<file path="src/rtl/hwpe_stream_traffic_sched.sv">
// Scheduler for a bank of HWPE-Stream traffic generators: concurrent, round-robin
// burst, sequential or forced-valid traffic, with per-generator LFSR stall numbers.
module hwpe_stream_traffic_sched #(
  parameter int          NB_GEN    = 4,
  parameter int          BURST_LEN = 16,
  parameter logic [15:0] LFSR_SEED = 16'hACE1,
  localparam int         AW        = (NB_GEN > 1) ? $clog2(NB_GEN) : 1,
  localparam int         CW        = $clog2(BURST_LEN + 1)
) (
  input  logic                   clk_i,
  input  logic                   rst_ni,
  input  logic                   start_i,
  input  logic                   abort_i,
  input  logic [1:0]             mode_i,
  input  logic                   randomize_i,
  input  logic [NB_GEN-1:0]      fire_i,
  input  logic [NB_GEN-1:0]      eot_i,
  output logic [NB_GEN-1:0]      force_invalid_o,
  output logic [NB_GEN-1:0]      force_valid_o,
  output logic [NB_GEN*32-1:0]   rng_o,
  output logic                   randomize_o,
  output logic [AW-1:0]          active_o,
  output logic                   busy_o,
  output logic                   done_o,
  output logic                   proto_err_o
);

  typedef enum logic [1:0] {IDLE, RUN, DONE} state_e;
  localparam logic [1:0] M_CONC = 2'd0, M_RR = 2'd1, M_SEQ = 2'd2, M_FORCE = 2'd3;

  state_e              state_q, state_d;
  logic [1:0]          mode_q, mode_d;
  logic [CW-1:0]       cnt_q, cnt_d;
  logic [AW-1:0]       active_d;
  logic                rand_d, proto_d, beat;
  logic [NB_GEN-1:0]   en_d, fv_d, en_prev_q, en_q;

  // First non-eot index strictly after cur, wrapping; cur itself is the last resort.
  function automatic logic [AW-1:0] next_gen(input logic [AW-1:0] cur,
                                             input logic [NB_GEN-1:0] eot);
    logic [AW-1:0] res;
    int idx;
    res = cur;
    for (int k = NB_GEN; k >= 1; k--) begin
      idx = (int'(cur) + k) % NB_GEN;
      if (!eot[AW'(idx)]) res = AW'(idx);
    end
    return res;
  endfunction

  function automatic logic [AW-1:0] lowest_gen(input logic [NB_GEN-1:0] eot);
    logic [AW-1:0] res;
    res = '0;
    for (int i = NB_GEN - 1; i >= 0; i--)
      if (!eot[AW'(i)]) res = AW'(i);
    return res;
  endfunction

  assign en_q = ~force_invalid_o;
  assign beat = fire_i[active_o];

  always_comb begin
    state_d  = state_q;
    mode_d   = mode_q;
    cnt_d    = cnt_q;
    active_d = active_o;
    rand_d   = randomize_o;
    proto_d  = proto_err_o;
    case (state_q)
      IDLE: if (start_i) begin
        mode_d   = mode_i;
        rand_d   = randomize_i;
        cnt_d    = '0;
        proto_d  = 1'b0;
        active_d = (mode_i == M_RR || mode_i == M_SEQ) ? lowest_gen(eot_i) : '0;
        state_d  = (&eot_i) ? DONE : RUN;
      end
      RUN: begin
        if (&eot_i) state_d = DONE;
        // The previous owner gets one cycle of grace to finish a beat already in flight.
        if ((mode_q == M_RR || mode_q == M_SEQ) && |(fire_i & ~(en_q | en_prev_q)))
          proto_d = 1'b1;
        if (mode_q == M_RR) begin
          if (eot_i[active_o] || (int'(cnt_q) + int'(beat) >= BURST_LEN)) begin
            active_d = next_gen(active_o, eot_i);
            cnt_d    = '0;
          end else begin
            cnt_d = cnt_q + CW'(beat);
          end
        end else if (mode_q == M_SEQ && eot_i[active_o]) begin
          active_d = next_gen(active_o, eot_i);
        end
      end
      DONE: state_d = IDLE;
      default: state_d = IDLE;
    endcase
    if (abort_i) state_d = IDLE;
    if (state_d != RUN) begin
      active_d = '0;
      rand_d   = 1'b0;
      cnt_d    = '0;
    end
  end

  // Enables are computed from next-state values so outputs line up with active_o.
  always_comb begin
    en_d = '0;
    fv_d = '0;
    if (state_d == RUN) begin
      case (mode_d)
        M_CONC:  en_d = ~eot_i;
        M_FORCE: begin
          en_d = ~eot_i;
          fv_d = ~eot_i;
        end
        default: en_d[active_d] = ~eot_i[active_d];
      endcase
    end
  end

  always_ff @(posedge clk_i) begin
    if (!rst_ni) begin
      state_q         <= IDLE;
      mode_q          <= M_CONC;
      cnt_q           <= '0;
      en_prev_q       <= '0;
      force_invalid_o <= '1;
      force_valid_o   <= '0;
      randomize_o     <= 1'b0;
      active_o        <= '0;
      busy_o          <= 1'b0;
      done_o          <= 1'b0;
      proto_err_o     <= 1'b0;
    end else begin
      state_q         <= state_d;
      mode_q          <= mode_d;
      cnt_q           <= cnt_d;
      en_prev_q       <= en_q;
      force_invalid_o <= ~en_d;
      force_valid_o   <= fv_d;
      randomize_o     <= rand_d;
      active_o        <= active_d;
      busy_o          <= (state_d == RUN);
      done_o          <= (state_d == DONE);
      proto_err_o     <= proto_d;
    end
  end

  for (genvar g = 0; g < NB_GEN; g++) begin : g_lane
    localparam logic [15:0] S    = LFSR_SEED ^ 16'(g + 1);
    localparam logic [15:0] SEED = (S == 16'h0000) ? 16'h0001 : S;
    logic [15:0] lfsr_q, lfsr_d;
    logic [9:0]  r_raw, r_map, rng_q;

    always_comb begin
      lfsr_d = SEED;
      if (state_q == RUN) lfsr_d = {1'b0, lfsr_q[15:1]} ^ (lfsr_q[0] ? 16'hB400 : 16'h0000);
      r_raw = lfsr_d[9:0];
      r_map = (r_raw >= 10'd1000) ? r_raw - 10'd1000 : r_raw;
    end

    always_ff @(posedge clk_i) begin
      if (!rst_ni) begin
        lfsr_q <= SEED;
        rng_q  <= '0;
      end else begin
        lfsr_q <= lfsr_d;
        rng_q  <= (state_d == RUN) ? r_map : 10'd0;
      end
    end

    assign rng_o[g*32 +: 32] = {22'd0, rng_q};
  end

endmodule

</file>
<file path="config.mk">
export PLATFORM = sky130hd
export DESIGN_NAME = hwpe_stream_traffic_sched
export DESIGN_NICKNAME = d
export VERILOG_FILES = /design/src/rtl/hwpe_stream_traffic_sched.sv
export SDC_FILE = /design/constraint.sdc
export NUM_CORES = 1
export LEC_CHECK = 0
export ABC_CLOCK_PERIOD_IN_PS = 3700
export BUFFER_PORTS_ARGS = -buffer_cell sky130_fd_sc_hd__clkbuf_2
export CAP_MARGIN = 20
export CORE_ASPECT_RATIO = 0.9
export CORE_MARGIN = 2
export CORE_UTILIZATION = 40
export DETAILED_ROUTE_END_ITERATION = 10
export SLEW_MARGIN = 10
export SYNTH_ARGS = -nofsm -noshare
export SYNTH_HDL_FRONTEND = slang
export SYNTH_SLANG_ARGS = --single-unit
export TNS_END_PERCENT = 100
</file>
<file path="constraint.sdc">
create_clock -name clk_i -period 3.7 [get_ports clk_i]
set_clock_uncertainty 0.2 [all_clocks]
set_input_delay 0.74 -clock clk_i [delete_from_list [all_inputs] [get_ports clk_i]]
set_output_delay 0.74 -clock clk_i [all_outputs]
set_load 0.02 [all_outputs]
</file>
==> reports/results.tsv <==
stage	metric	value	unit
placed_design	place_congestion	0.874	
critical_path	cp.required	3830	ps
synthesis	ys_async_sr_fraction	0	%
placed_design	pre_cts_slack	340	ps
critical_path	r2r_end	force_invalid_o[2]	
cells_and_area	final_nets	631	
cts	h-tree-depth	4	
floorplan	die_y	112	um
grt	antenna_found_initial	0	
sta	holdWs	205	ps
power_and_ir_drop	peakVddDrop	0.337	mV
outcome	run_status	completed	
floorplan	fp.dieArea	14000	um^2
synthesis	syn_area	5230	um^2
power_and_ir_drop	power_leakage	2.72	nW
power_and_ir_drop	p_per_area	571	nW/um^2
synthesis	avgSynthCellArea	9.79	um^2
cts	clockRootBuffer	clkbuf_16	
drt	wirelength	10.3	mm
sta	drv_slew	0	
critical_path	path_class	input pin to register	
cells_and_area	syn_to_final_growth	14.4	%
drt	drt_pass1_iterations	4	
drt	wl_per_cell	13.2	um
drt	dr_wl_met3	518	um
sta	slew_headroom	37.5	%
floorplan	initial_core_util	41.0	%
grt	grt_usage	15.0	%
drt	wl_met1	4.85	mm
min_path	min_from	g_lane[0].lfsr_q[12]	
min_path	hp-class	register to register	
drt	highest_layer	met4	
floorplan	die_w	125	um
flow_run	maxCapViolations	0	
sta	post-route-period-util	80.4	%
min_path	min_to	g_lane[0].lfsr_q[11]	
cells_and_area	layout-drive-gt1-share	20.0	%
synthesis	synth_top_cell_by_area	dfxtp_1	
critical_path	cp-end-kind	register	
sta	rsz0062_at_grt	no	
critical_path	r2r-start	active_o[0]	
power_and_ir_drop	finalPower	3.42	mW
sta	fin_tns_setup	0	ps
drt	routed-wl-met2	4.79	mm
drt	drc	0	
synthesis	synth.area.top_cells	dfxtp_1, buf_4, and3_1, nand2b_1, nor2_1	
placed_design	dpl.cell_count	752	
grt	grt_max_degree	40	
drt	drt-initial-drc-count	210	
floorplan	core	12700	um^2
floorplan	ioPinCount	157	
drt	via_count	3563	
synthesis	ys.flop_type	dfxtp_1	
cts	hold_buffers	0	
grt	grt_pass1_vias	3358	
cts	ctsResizeCount	0	
cts	insertion_delay	410	ps
synthesis	synth_top_area_share	50.2	%
sta	hold_violations	0	
sta	setup_viol	0	
placed_design	numPortBuffers	68	
cells_and_area	final_cells	783	
critical_path	arrival	3110	ps
cts	cts_tree	yes	
grt	grt_first_pass_wirelength	16.7	mm
sta	period_minus_slack	2970	ps
synthesis	synth_edf_count	0	
cts	post-cts-setup-buffers	0	
synthesis	synth-seq-cells	131	
cts	cts.sinks	131	
cells_and_area	fill_cells	1204	
critical_path	cp-start-kind	input pin	
sta	worstMarginPinSlew	938	ps
critical_path	crit_path_max_fanout	4	
cts	cts_buffer_depth	2	
sta	fin_ws	725	ps
grt	overflow	0	
synthesis	yosys_warnings	0	
cells_and_area	diodes	0	
cts	clkTransAtPathRegs	60	ps
synthesis	seq_area_frac_synth	50.2	%
synthesis	ys_types	49	
floorplan	rows	39	
critical_path	worst-r2r-cell-count	9	
min_path	min_path_cells	1	
synthesis	syn-instance-count	534	
critical_path	r2r_setup_slack	740	ps
sta	max_clock_freq	0.336	GHz
drt	vias_per_cell	4.55	
placed_design	dp_hpwl	6.97	mm
cts	cts_buffers	17	
drt	ant_nets	0	
[layout by cell type, fill, tap and decap left out, types with 3 or more instances in the layout]
master        n
a31oi_1       5
conb_1       88
nor2_1       47
ha_1          9
inv_1         9
and3_1       37
clkbuf_16    17
nand2b_1     29
clkbuf_2     68
bufinv_16     3
and2_1        4
a211oi_1      3
nand2_1      31
nor2b_1       4
dfxtp_1     131
inv_6         4
nor3_1       14
o21ai_0       9
mux2i_1       4
o211ai_1      5
o21a_1       10
xor2_1        4
buf_4        10
nor4b_1       4
mux2_2        5
nand3_1       9
a21oi_1      10
xnor2_1      12
clkinvlp_4    4
[how the worst max path moves through the flow]
stage | from | endpoint | slack [ps] | cells past startpoint
2_1_floorplan | active_o[0] | force_invalid_o[2] | 620 | 10
3_3_place_gp | fire_i[3] | force_invalid_o[2] | 430 | 10
3_5_place_dp | fire_i[3] | force_invalid_o[2] | 340 | 10
4_1_cts | active_o[0] | force_invalid_o[2] | 760 | 9
5_1_grt | active_o[0] | force_invalid_o[2] | 640 | 9
6_report | fire_i[3] | force_invalid_o[2] | 730 | 10
[where the power goes]
group / internal, mW / total [mW] / switching [mW]
Sequential: 1.44 / 1.46 / 0.0151
Clock: 1.09 / 1.72 / 0.629
Combinational: 0.0607 / 0.245 / 0.185
[metrics by stage]
stage / util [%] / cell area (um^2)
after CTS: 47.0 / 5980
final: 47.0 / 5980
after detailed placement: 42.1 / 5370
after global placement: 42.1 / 5370
after floorplan: - / 5550
after global routing: 47.0 / 5980
[sequential cells by signal, indices dropped and copies added (netlist names)]
signal	flops
g_lane.lfsr_q	64
g_lane.rng_q	40
cnt_q	5
en_prev_q	4
force_invalid_o	4
force_valid_o	4
active_o	2
mode_q	2
state_q	2
busy_o	1
done_o	1
proto_err_o	1
randomize_o	1
[cells by family after synthesis]
| logic type | count (synthesis) | share of synthesized area (%) |
|---|---|---|
| adder cells (fa/ha/maj) | 9 | 2.15 |
| AND/OR/NAND/NOR | 192 | 19.3 |
| multiplexers | 10 | 2.27 |
| flip-flops | 131 | 50.2 |
| XOR/XNOR | 16 | 2.68 |
| other | 1 | 0.0717 |
| AO/OA/AOI/OAI | 55 | 7.25 |
| buffers and inverters | 120 | 16.1 |
[synthesized netlist by cell type, drive strengths merged, types with 2 or more instances]
master	n
buf	91
o21a	10
nor2b	5
inv	9
a21oi	10
nand2b	29
nor4	2
xor2	4
o211ai	5
mux2	5
o21ai	9
ha	9
a31oi	5
nand3	10
a21o	2
o22ai	2
a211oi	4
nand2	31
nor3	14
and2	6
xnor2	12
mux2i	4
clkbuf	20
nor4b	4
a21boi	2
dfxtp	131
nor2	47
or2	2
and3	37
[cell type report]
cell class | instances | area, um^2 | share of cell area (%)
multi-input combinational | 370 | 2090 | 35.0
inverter | 9 | 33.8 | 0.565
clock buffer | 18 | 439 | 7.34
tap | 164 | 205 | 3.43
sequential | 131 | 2620 | 43.8
clock inverter | 13 | 175 | 2.93
timing repair buffer | 78 | 415 | 6.94
[routing by layer]
layer,up-vias,GRT usage (%)
met2,125,23.8
met5,-,0
li1,1749,-
met4,0,6.37
met3,11,5.20
met1,1678,18.7
[worst max-delay path: stages]
cell,delay [ps]
clkbuf_2,90
mux4_2,500
ha_1,230
ha_1,250
a31oi_1,220
a41oi_2,80
o21a_1,250
o2111a_1,280
a211o_1,300
a31oi_1,170
Power figures use the tool's default switching activity.
